File: src/rtl/clock_set_ctrl_if.sv
// Button/tick inputs and control outputs of the clock-setting controller.
interface clock_set_ctrl_if;
  logic       tick;
  logic       btn_mode;
  logic       btn_inc;
  logic       btn_clr;
  logic       run_tick;
  logic       adjust_sec;
  logic       adjust_min;
  logic       adjust_hour;
  logic       clear;
  logic       keep;
  logic [1:0] mode;
  logic       blink;

  modport master (
    output tick, btn_mode, btn_inc, btn_clr,
    input  run_tick, adjust_sec, adjust_min, adjust_hour, clear, keep, mode, blink
  );

  modport slave (
    input  tick, btn_mode, btn_inc, btn_clr,
    output run_tick, adjust_sec, adjust_min, adjust_hour, clear, keep, mode, blink
  );
endinterface

File: src/rtl/clock_set_ctrl.sv
// Clock-setting controller: mode FSM, increment with auto-repeat, idle timeout
// back to RUN, and field blink generation. All outputs are registered.
module clock_set_ctrl #(
  parameter int unsigned REPEAT_DELAY  = 500,
  parameter int unsigned REPEAT_PERIOD = 100,
  parameter int unsigned IDLE_TIMEOUT  = 10000,
  parameter int unsigned BLINK_HALF    = 250
) (
  input logic             clk,
  input logic             rst_n,
  clock_set_ctrl_if.slave bus
);

  // One repeat counter serves both the initial delay and the period.
  localparam int unsigned RepMax = (REPEAT_DELAY > REPEAT_PERIOD) ? REPEAT_DELAY : REPEAT_PERIOD;
  localparam int unsigned RepW   = $clog2(RepMax + 1);
  localparam int unsigned IdleW  = $clog2(IDLE_TIMEOUT + 1);
  localparam int unsigned BlinkW = $clog2(BLINK_HALF + 1);

  typedef enum logic [1:0] {
    StRun     = 2'd0,
    StSetHour = 2'd1,
    StSetMin  = 2'd2,
    StSetSec  = 2'd3
  } state_e;

  state_e            st_q, st_d;
  logic              mode_q, inc_q, clr_q;
  logic              armed_q;
  logic              press_mode, press_inc, press_clr, any_press;
  logic [RepW-1:0]   rep_cnt_q, rep_cnt_d;
  logic              rep_act_q, rep_act_d;
  logic              rep_per_q, rep_per_d;
  logic [IdleW-1:0]  idle_q, idle_d;
  logic [BlinkW-1:0] bcnt_q, bcnt_d;
  logic              bph_q, bph_d;
  logic              adj_fire;
  logic              run_tick_q, run_tick_d;
  logic              adj_hour_q, adj_hour_d;
  logic              adj_min_q, adj_min_d;
  logic              adj_sec_q, adj_sec_d;
  logic              clear_q, clear_d;
  logic              keep_q, keep_d;
  logic              blink_q, blink_d;

  // armed_q masks the first cycle after reset so an already-held button is not a press.
  assign press_mode = armed_q & bus.btn_mode & ~mode_q;
  assign press_inc  = armed_q & bus.btn_inc  & ~inc_q;
  assign press_clr  = armed_q & bus.btn_clr  & ~clr_q;
  assign any_press  = press_mode | press_inc | press_clr;

  // Button history registers for edge detection.
  always_ff @(posedge clk or negedge rst_n) begin
    if (!rst_n) begin
      mode_q  <= 1'b0;
      inc_q   <= 1'b0;
      clr_q   <= 1'b0;
      armed_q <= 1'b0;
    end else begin
      mode_q  <= bus.btn_mode;
      inc_q   <= bus.btn_inc;
      clr_q   <= bus.btn_clr;
      armed_q <= 1'b1;
    end
  end

  // Next state, repeat/idle/blink counters and output pulses.
  always_comb begin
    st_d      = st_q;
    rep_cnt_d = rep_cnt_q;
    rep_act_d = rep_act_q;
    rep_per_d = rep_per_q;
    idle_d    = idle_q;
    bcnt_d    = bcnt_q;
    bph_d     = bph_q;
    adj_fire  = 1'b0;
    clear_d   = 1'b0;

    // Priority: clear, then mode, then increment.
    if (press_clr) begin
      clear_d   = 1'b1;
      st_d      = StRun;
      rep_act_d = 1'b0;
    end else if (press_mode) begin
      unique case (st_q)
        StRun:     st_d = StSetHour;
        StSetHour: st_d = StSetMin;
        StSetMin:  st_d = StSetSec;
        StSetSec:  st_d = StRun;
      endcase
      rep_act_d = 1'b0;
    end else if (st_q == StRun || !bus.btn_inc) begin
      rep_act_d = 1'b0;
    end else if (press_inc) begin
      adj_fire  = 1'b1;
      rep_act_d = 1'b1;
      rep_per_d = 1'b0;
      rep_cnt_d = RepW'(1);
    end else if (rep_act_q) begin
      if (rep_cnt_q != RepW'(RepMax)) rep_cnt_d = rep_cnt_q + 1'b1;
      // Counter is 1 the cycle after a pulse decision, so the first repeat
      // lands REPEAT_DELAY cycles after the press itself.
      if ((!rep_per_q && rep_cnt_q == RepW'(REPEAT_DELAY - 1)) ||
          ( rep_per_q && rep_cnt_q == RepW'(REPEAT_PERIOD))) begin
        adj_fire  = 1'b1;
        rep_per_d = 1'b1;
        rep_cnt_d = RepW'(1);
      end
    end

    // Idle timeout: any press or a held inc counts as activity.
    if (st_q == StRun || any_press || bus.btn_inc) begin
      idle_d = '0;
    end else if (idle_q != IdleW'(IDLE_TIMEOUT)) begin
      idle_d = idle_q + 1'b1;
    end
    if (st_q != StRun && idle_d == IdleW'(IDLE_TIMEOUT)) begin
      st_d      = StRun;
      idle_d    = '0;
      rep_act_d = 1'b0;
    end

    if (!rep_act_d) begin
      rep_cnt_d = '0;
      rep_per_d = 1'b0;
    end

    // Blink phase restarts low on entry to any set state.
    if (st_d == StRun || st_d != st_q) begin
      bcnt_d = '0;
      bph_d  = 1'b0;
    end else if (bcnt_q == BlinkW'(BLINK_HALF - 1)) begin
      bcnt_d = '0;
      bph_d  = ~bph_q;
    end else begin
      bcnt_d = bcnt_q + 1'b1;
    end

    run_tick_d = bus.tick & (st_q == StRun);
    adj_hour_d = adj_fire & (st_q == StSetHour);
    adj_min_d  = adj_fire & (st_q == StSetMin);
    adj_sec_d  = adj_fire & (st_q == StSetSec);
    keep_d     = (st_d != StRun);
    blink_d    = bph_d & ~adj_fire & (st_d != StRun);
  end

  // State, counter and output registers.
  always_ff @(posedge clk or negedge rst_n) begin
    if (!rst_n) begin
      st_q       <= StRun;
      rep_cnt_q  <= '0;
      rep_act_q  <= 1'b0;
      rep_per_q  <= 1'b0;
      idle_q     <= '0;
      bcnt_q     <= '0;
      bph_q      <= 1'b0;
      run_tick_q <= 1'b0;
      adj_hour_q <= 1'b0;
      adj_min_q  <= 1'b0;
      adj_sec_q  <= 1'b0;
      clear_q    <= 1'b0;
      keep_q     <= 1'b0;
      blink_q    <= 1'b0;
    end else begin
      st_q       <= st_d;
      rep_cnt_q  <= rep_cnt_d;
      rep_act_q  <= rep_act_d;
      rep_per_q  <= rep_per_d;
      idle_q     <= idle_d;
      bcnt_q     <= bcnt_d;
      bph_q      <= bph_d;
      run_tick_q <= run_tick_d;
      adj_hour_q <= adj_hour_d;
      adj_min_q  <= adj_min_d;
      adj_sec_q  <= adj_sec_d;
      clear_q    <= clear_d;
      keep_q     <= keep_d;
      blink_q    <= blink_d;
    end
  end

  assign bus.run_tick    = run_tick_q;
  assign bus.adjust_hour = adj_hour_q;
  assign bus.adjust_min  = adj_min_q;
  assign bus.adjust_sec  = adj_sec_q;
  assign bus.clear       = clear_q;
  assign bus.keep        = keep_q;
  assign bus.mode        = st_q;
  assign bus.blink       = blink_q;

endmodule

File: src/flat_wrapper.sv
// flat-port wrapper written by rule: the top's interface ports become plain ports
module clock_set_ctrl_flat 
#(
  parameter int unsigned REPEAT_DELAY  = 500,
  parameter int unsigned REPEAT_PERIOD = 100,
  parameter int unsigned IDLE_TIMEOUT  = 10000,
  parameter int unsigned BLINK_HALF    = 250
)
  (clk, rst_n, bus_tick, bus_btn_mode, bus_btn_inc, bus_btn_clr, bus_run_tick, bus_adjust_sec, bus_adjust_min, bus_adjust_hour, bus_clear, bus_keep, bus_mode, bus_blink);
  clock_set_ctrl_if bus_i ();
  input logic clk;
  input logic rst_n;
  input wire logic [$bits(bus_i.tick)-1:0] bus_tick;
  input wire logic [$bits(bus_i.btn_mode)-1:0] bus_btn_mode;
  input wire logic [$bits(bus_i.btn_inc)-1:0] bus_btn_inc;
  input wire logic [$bits(bus_i.btn_clr)-1:0] bus_btn_clr;
  output wire logic [$bits(bus_i.run_tick)-1:0] bus_run_tick;
  output wire logic [$bits(bus_i.adjust_sec)-1:0] bus_adjust_sec;
  output wire logic [$bits(bus_i.adjust_min)-1:0] bus_adjust_min;
  output wire logic [$bits(bus_i.adjust_hour)-1:0] bus_adjust_hour;
  output wire logic [$bits(bus_i.clear)-1:0] bus_clear;
  output wire logic [$bits(bus_i.keep)-1:0] bus_keep;
  output wire logic [$bits(bus_i.mode)-1:0] bus_mode;
  output wire logic [$bits(bus_i.blink)-1:0] bus_blink;
  assign bus_i.tick = bus_tick;
  assign bus_i.btn_mode = bus_btn_mode;
  assign bus_i.btn_inc = bus_btn_inc;
  assign bus_i.btn_clr = bus_btn_clr;
  assign bus_run_tick = bus_i.run_tick;
  assign bus_adjust_sec = bus_i.adjust_sec;
  assign bus_adjust_min = bus_i.adjust_min;
  assign bus_adjust_hour = bus_i.adjust_hour;
  assign bus_clear = bus_i.clear;
  assign bus_keep = bus_i.keep;
  assign bus_mode = bus_i.mode;
  assign bus_blink = bus_i.blink;
  clock_set_ctrl #(.REPEAT_DELAY(REPEAT_DELAY), .REPEAT_PERIOD(REPEAT_PERIOD), .IDLE_TIMEOUT(IDLE_TIMEOUT), .BLINK_HALF(BLINK_HALF)) u_core (.clk(clk), .rst_n(rst_n), .bus(bus_i));
endmodule
File: config.mk
export PLATFORM = sky130hd
export DESIGN_NAME = clock_set_ctrl_flat
export DESIGN_NICKNAME = d
export VERILOG_FILES = /design/src/rtl/clock_set_ctrl_if.sv /design/src/rtl/clock_set_ctrl.sv /design/src/flat_wrapper.sv
export SDC_FILE = /design/constraint.sdc
export NUM_CORES = 1
export LEC_CHECK = 0
export BUFFER_PORTS_ARGS = -buffer_cell sky130_fd_sc_hd__buf_2
export CAP_MARGIN = 20
export CORE_AREA = 2 2 81 75
export CTS_CLUSTER_SIZE = 12
export DETAILED_ROUTE_END_ITERATION = 6
export DIE_AREA = 0 0 83 77
export PLACE_DENSITY = 0.62
export SLEW_MARGIN = 5
export SYNTH_ARGS = -nofsm -noshare
export SYNTH_HDL_FRONTEND = slang
export SYNTH_SLANG_ARGS = --single-unit
File: constraint.sdc
create_clock -name clk -period 3.6 [get_ports clk]
set_input_delay 0.18 -clock clk [delete_from_list [all_inputs] [get_ports clk]]
set_output_delay 0.18 -clock clk [all_outputs]
set_load 0.01 [all_outputs]
Yosys cells after proc, flatten, opt, wreduce, memory -nomap -nowiden --
Index checks and enable logic that the tools add are counted.
Storage, ports and cells: bits in registers 47, bits in latches 0, memory bits (writable) 0, memory bits (read-only) 0, bits of input ports 6, output and inout port bits 9, logic and storage cells 110, memories kept 0
Cells by class: add/subtract/negate cells 3, multipliers 0, divide/modulo/power cells 0, $lt $le $gt $ge 0, eq/ne operators 16, shift operators 0, multiplexer cells 38, bitwise operators 19, reductions and logical operators 16
Operators with widths (number):
- 9-bit 2-to-1 mux | 8
- 14-bit 2-to-1 mux | 3
- 1-bit 2-to-1 mux | 21
- 8-bit 2-to-1 mux | 2
- 14-bit by 1-bit adder with 14-bit output, second input constant | 1
- 14-bit equality test, second input constant | 1
- 14-bit inequality test, second input constant | 1
- 1-bit AND | 12
- 5-bit AND reduction | 2
- 9-bit by 1-bit adder with 9-bit output, second input constant | 1
- 9-bit by 7-bit equality test with 1-bit output, second input constant | 1
- 9-bit equality test, second input constant | 1
- 9-bit inequality test, second input constant | 1
- 8-bit by 1-bit adder with 8-bit output, second input constant | 1
- 8-bit equality test, second input constant | 1
- 2-bit case mux with 4 select lines | 1
- 2-bit 2-to-1 mux | 3
- 2-bit inequality test, second input constant | 3
- 1-bit logical OR | 5
- 1-bit NOT | 5
- 2-bit equality test, second input constant | 2
- 2-bit logical NOT | 2
- 4-bit by 3-bit inequality test with 1-bit output, second input constant | 1
- 2-bit nonzero test | 2
- 7 further kinds | 11

Logic depth before layout (Yosys ltp) --
depth in word-level cells 15, gate-level depth with buffers 9, mapped depth without buffers 8

Worst setup path after synthesis --
No wires, ideal clock.
path kind reg-to-reg, start point register u_core.st_q[0] (netlist: u_core.bus.mode[0]), end point register u_core.keep_q (netlist: u_core.bus.keep), arrival 2.382 ns, required time 3.476 ns, path slack 1.094 ns, cell stages (with the launch flop) 9, path buffers 2, cells stage by stage dfrtp_1 > inv_1 > ha_1 > or3_1 > clkbuf_1 > or4_4 > nor4_4 > buf_6 > nor2_1
Between the ends: longest elaborated chain between the ends 8, elaborated cells on any way between the ends 15, those cells by class eq/ne: 4; mux: 5; reduce/logical: 6
RTL lines:
- from (decl) | line clock_set_ctrl.sv:27 | state_e st_q, st_d;
- from (signal assigned) | line clock_set_ctrl.sv:150 | st_q <= StRun;
- from (signal assigned) | line clock_set_ctrl.sv:165 | st_q <= st_d;
- 2-bit logical NOT | line clock_set_ctrl.sv:85, clock_set_ctrl.sv:112
- 1-bit logical OR (2 in series) | line clock_set_ctrl.sv:112 | if (st_q == StRun || any_press || bus.btn_inc) begin
- 14-bit 2-to-1 mux | line clock_set_ctrl.sv:112
- 14-bit equality test | line clock_set_ctrl.sv:117 | if (st_q != StRun && idle_d == IdleW'(IDLE_TIMEOUT)) begin
- 1-bit logical AND | line clock_set_ctrl.sv:117
- 2-bit 2-to-1 mux (*) | line clock_set_ctrl.sv:117
- 2-bit nonzero test (*) | line clock_set_ctrl.sv:143 | keep_d = (st_d != StRun);
- net u_core.keep_d | line clock_set_ctrl.sv:43 | logic keep_q, keep_d;
- to (signal assigned) | line clock_set_ctrl.sv:177 | keep_q <= keep_d;
- to (decl) | line clock_set_ctrl.sv:43
Mark *: on every way through the listed nets, which the timed path passes. The rest lies on a longest branch. A chain may end at the register's enable or synchronous reset.

Worst setup path after layout --
start point register u_core.st_q[1] (netlist: u_core.bus.mode[1]), end point register u_core.idle_q[4]
Between the ends: longest elaborated chain between the ends 7, elaborated cells on any way between the ends 8, those cells by class eq/ne: 1; mux: 2; reduce/logical: 5
RTL lines:
- 2-bit logical NOT | line clock_set_ctrl.sv:112
- 1-bit logical OR (2 in series) | line clock_set_ctrl.sv:112
- 14-bit 2-to-1 mux | line clock_set_ctrl.sv:112
- 14-bit equality test | line clock_set_ctrl.sv:117
- 1-bit logical AND | line clock_set_ctrl.sv:117
- 14-bit 2-to-1 mux (*) | line clock_set_ctrl.sv:117
- net u_core.idle_d[4] | line clock_set_ctrl.sv:34 | logic [IdleW-1:0] idle_q, idle_d;
- to (signal assigned) | line clock_set_ctrl.sv:169 | idle_q <= idle_d;
- to (decl) | line clock_set_ctrl.sv:34
Marks and branches as above.

==> metrics.yaml <==
sta:
  period_needed_ns: 2.67
  slew_violations: 0
  holdWs_ns: 0.0154
  fin_worst_skew_ns: 0.00698
  worst_slew_pin_slew_ns: 0.860
  setup_viol: 0
  min_period_over_period_pct: 74.1
  clock.fmax_ghz: 0.375
  hold_viol_final: 0
  max_slew_margin_pct: 42.1
  rsz0062_at_grt: "false"
  fin_tns_setup_ns: 0
placement:
  detailed_place.area_um2: 2560
  dp_hpwl_um: 3040
  gp_congestion: 0.861
  port_buffers: 14
  dp_cells: 326
synth:
  seq_area_frac_synth_pct: 48.8
  synthArstFlopShare_pct: 100
  synthFlopType: "dfrtp_1"
  syn_avg_cell_area_um2: 9.88
  yosysWarnings: 0
  syn-instance-count: 244
  syn_nets: 260
  syn_area_um2: 2410
  synth_enable_flop_cells: 0
  synth-seq-cells: 47
  synth_cell_types: 42
floorplan:
  fp-row-count: 26
  coreArea_um2: 5560
  die_area_um2: 6390
  pin_count: 15
  initial_core_util_pct: 43.3
  die_w_um: 83
  dieHeight_um: 77
cts:
  clk_pin_slew_ns: 0.09
  clk_latency_ns: 0.30
  tritoncts: "done"
  clk_path_buf_depth: 2
  h-tree-depth: 2
  clock-sinks: 47
  postCtsSetupRepairBufs: 0
  cts_root_buf: "clkbuf_8"
  cts_buffers: 5
cells_and_area:
  final_cells: 338
  register_area_um2: 1180
  drive_gt1_share_pct: 12.7
  n_fill_cell: 515
  nets: 283
  multi_input_area_um2: 1170
  fin_area_um2: 2720
  n_antenna_cell: 0
  syn_to_final_growth_pct: 12.8
run:
  cap_viol_max_count: 0
route:
  via_per_inst: 5.15
  drtAntennaViolNets: 0
  first_iter_violations: 97
  drc: 0
  drt_pass1_iterations: 4
  vias: 1741
  wl_um: 4390
  wire_per_inst_um: 13.0
worst_setup_path:
  worstSetupStartpointType: "flip-flop"
  path_class: "flip-flop to flip-flop"
  crit_arrival_ns: 2.83
  crit_fanout: 18
  path_cells: "inv_1 > ha_1 > or3_1 > or4_4 > nor4_4 > buf_4 > nor3_1"
  slowest_stage: "or4_4"
  slowest_delay_ns: 0.63
  crit_required_ns: 3.77
  cp-end-kind: "flip-flop"
global_routing:
  grt_pass1_wl_um: 7800
  first_global_vias: 1664
  antenna_found_initial: 0
  grt-ovfl-total: 0
  grt.total_usage_pct: 15.1
  grt_max_degree: 48
power:
  leakagePower_nw: 1.21
  max-vdd-ir-drop_v: 0.000272
  powerDensity_nw_per_um2: 429
run_status:
  outcome: "complete, no violations"
hold_path:
  hold_class: "primary input to flip-flop"
layout by cell type (no fill, tap or decap), types with 3 or more instances in the layout:
cell type and n:
xor2_1 11, nor4_1 3, nand3_1 20, xnor2_1 16, buf_2 14, ha_1 10
nor3_1 13, and3_1 4, clkbuf_8 7, nand4_1 3, a21oi_1 7, nor4b_1 4
and2_1 4, nor2_1 38, inv_1 13, o21ai_0 4, dfrtp_1 47, nor2b_1 4
dlygate4sd3_1 3, nand2_1 14
kinds of logic after synthesis:
logic type / after synthesis / share of synthesized area, %
simple gates: 123 / 27.9
flops: 47 / 48.8
xor+xnor: 27 / 9.81
compound gates: 18 / 4.47
buf+inv: 16 / 2.80
fa+ha+maj: 10 / 5.19
mux: 2 / 0.883
other cells: 1 / 0.156
sequential cells by signal (all words and copies together) (netlist names), 2 cells and up:
signal            flops
u_core.bus.mode       2
u_core.idle_q        14
u_core.rep_cnt_q      9
u_core.bcnt_q         8
path summary, 6_finish.rpt:
check                                   startpoint                  end  slack [ns]  cells after the start
worst max-delay path            u_core.bus.mode[1]     u_core.idle_q[4]        0.93                      7
worst min-delay path                   bus_btn_inc         u_core.inc_q        0.02                      1
worst max register to register  u_core.bus.mode[1]     u_core.idle_q[4]        0.93                      7
worst min register to register    u_core.bcnt_q[0]     u_core.bcnt_q[0]        0.51                      1
max in group asynchronous                    rst_n  u_core.rep_cnt_q[8]        2.71                      3
min in group asynchronous                    rst_n     u_core.bcnt_q[0]        0.39                      2
power breakdown:
part | internal, mW | switching, mW | leakage, nW
sequential | 0.561 | 0.0359 | 0.640
combinational | 0.0865 | 0.128 | 0.524
clock | 0.175 | 0.180 | 0.0505
total | 0.822 | 0.343 | 1.21
repair_timing:
action	CTS	global route
resized for setup	0	0
hold buffers	2	1
endpoints found under the hold margin	2	21
synthesized netlist by cell type, types with 2 or more instances:
cell type,instances,area (um^2)
a211oi_1,2,15.0
a21oi_1,7,35.0
and2_1,4,25.0
and3_1,4,25.0
clkbuf_1,2,7.51
dfrtp_1,47,1180
ha_1,10,125
inv_1,13,48.8
nand2_1,14,52.6
nand3_1,20,100
nand4_1,3,18.8
nor2_1,38,143
nor2b_1,4,25.0
nor3_1,13,65.1
nor3b_1,2,15.0
nor4_1,3,18.8
nor4b_1,4,35.0
o21ai_0,4,20.0
or3_1,2,12.5
xnor2_1,16,140
xor2_1,11,96.3
per-layer routing:
layer	up-vias	track usage (%)	wire length (um)	part of all wire [%]
li1	867	-	-	-
met1	836	21.5	2180	50
met2	33	22.1	1980	45
met3	5	3.55	166	3.8
met4	0	6.39	70	1.6
met5	-	0	0	0
cell type report:
cell class | instances | area share (%)
multi-input combinational | 181 | 42.9
tap | 70 | 3.22
sequential | 47 | 43.3
timing repair buffer | 19 | 4.97
clock inverter | 1 | 0.276
clock buffer | 7 | 3.55
inverter | 13 | 1.80
critical path, delay by kind of cell, from the launching register on:
family | cells | cell delay (ns)
AND/OR/NAND/NOR | 4 | 1.47
adder cells (fa/ha/maj) | 1 | 0.22
buffers and inverters | 2 | 0.37
flip-flops | 1 | 0.47
metrics by stage:
step           util (%)  worst slack, ns  power [mW]
2_1_floorplan         -             1.09       0.747
6_report           48.9            0.934        1.17
4_1_cts            48.2            0.897        1.18
3_5_place_dp       46.0            0.912       0.820
3_3_place_gp       46.0             1.01       0.813
5_1_grt            48.9            0.733        1.24
Note: power is estimated with default switching activity, not from simulation.
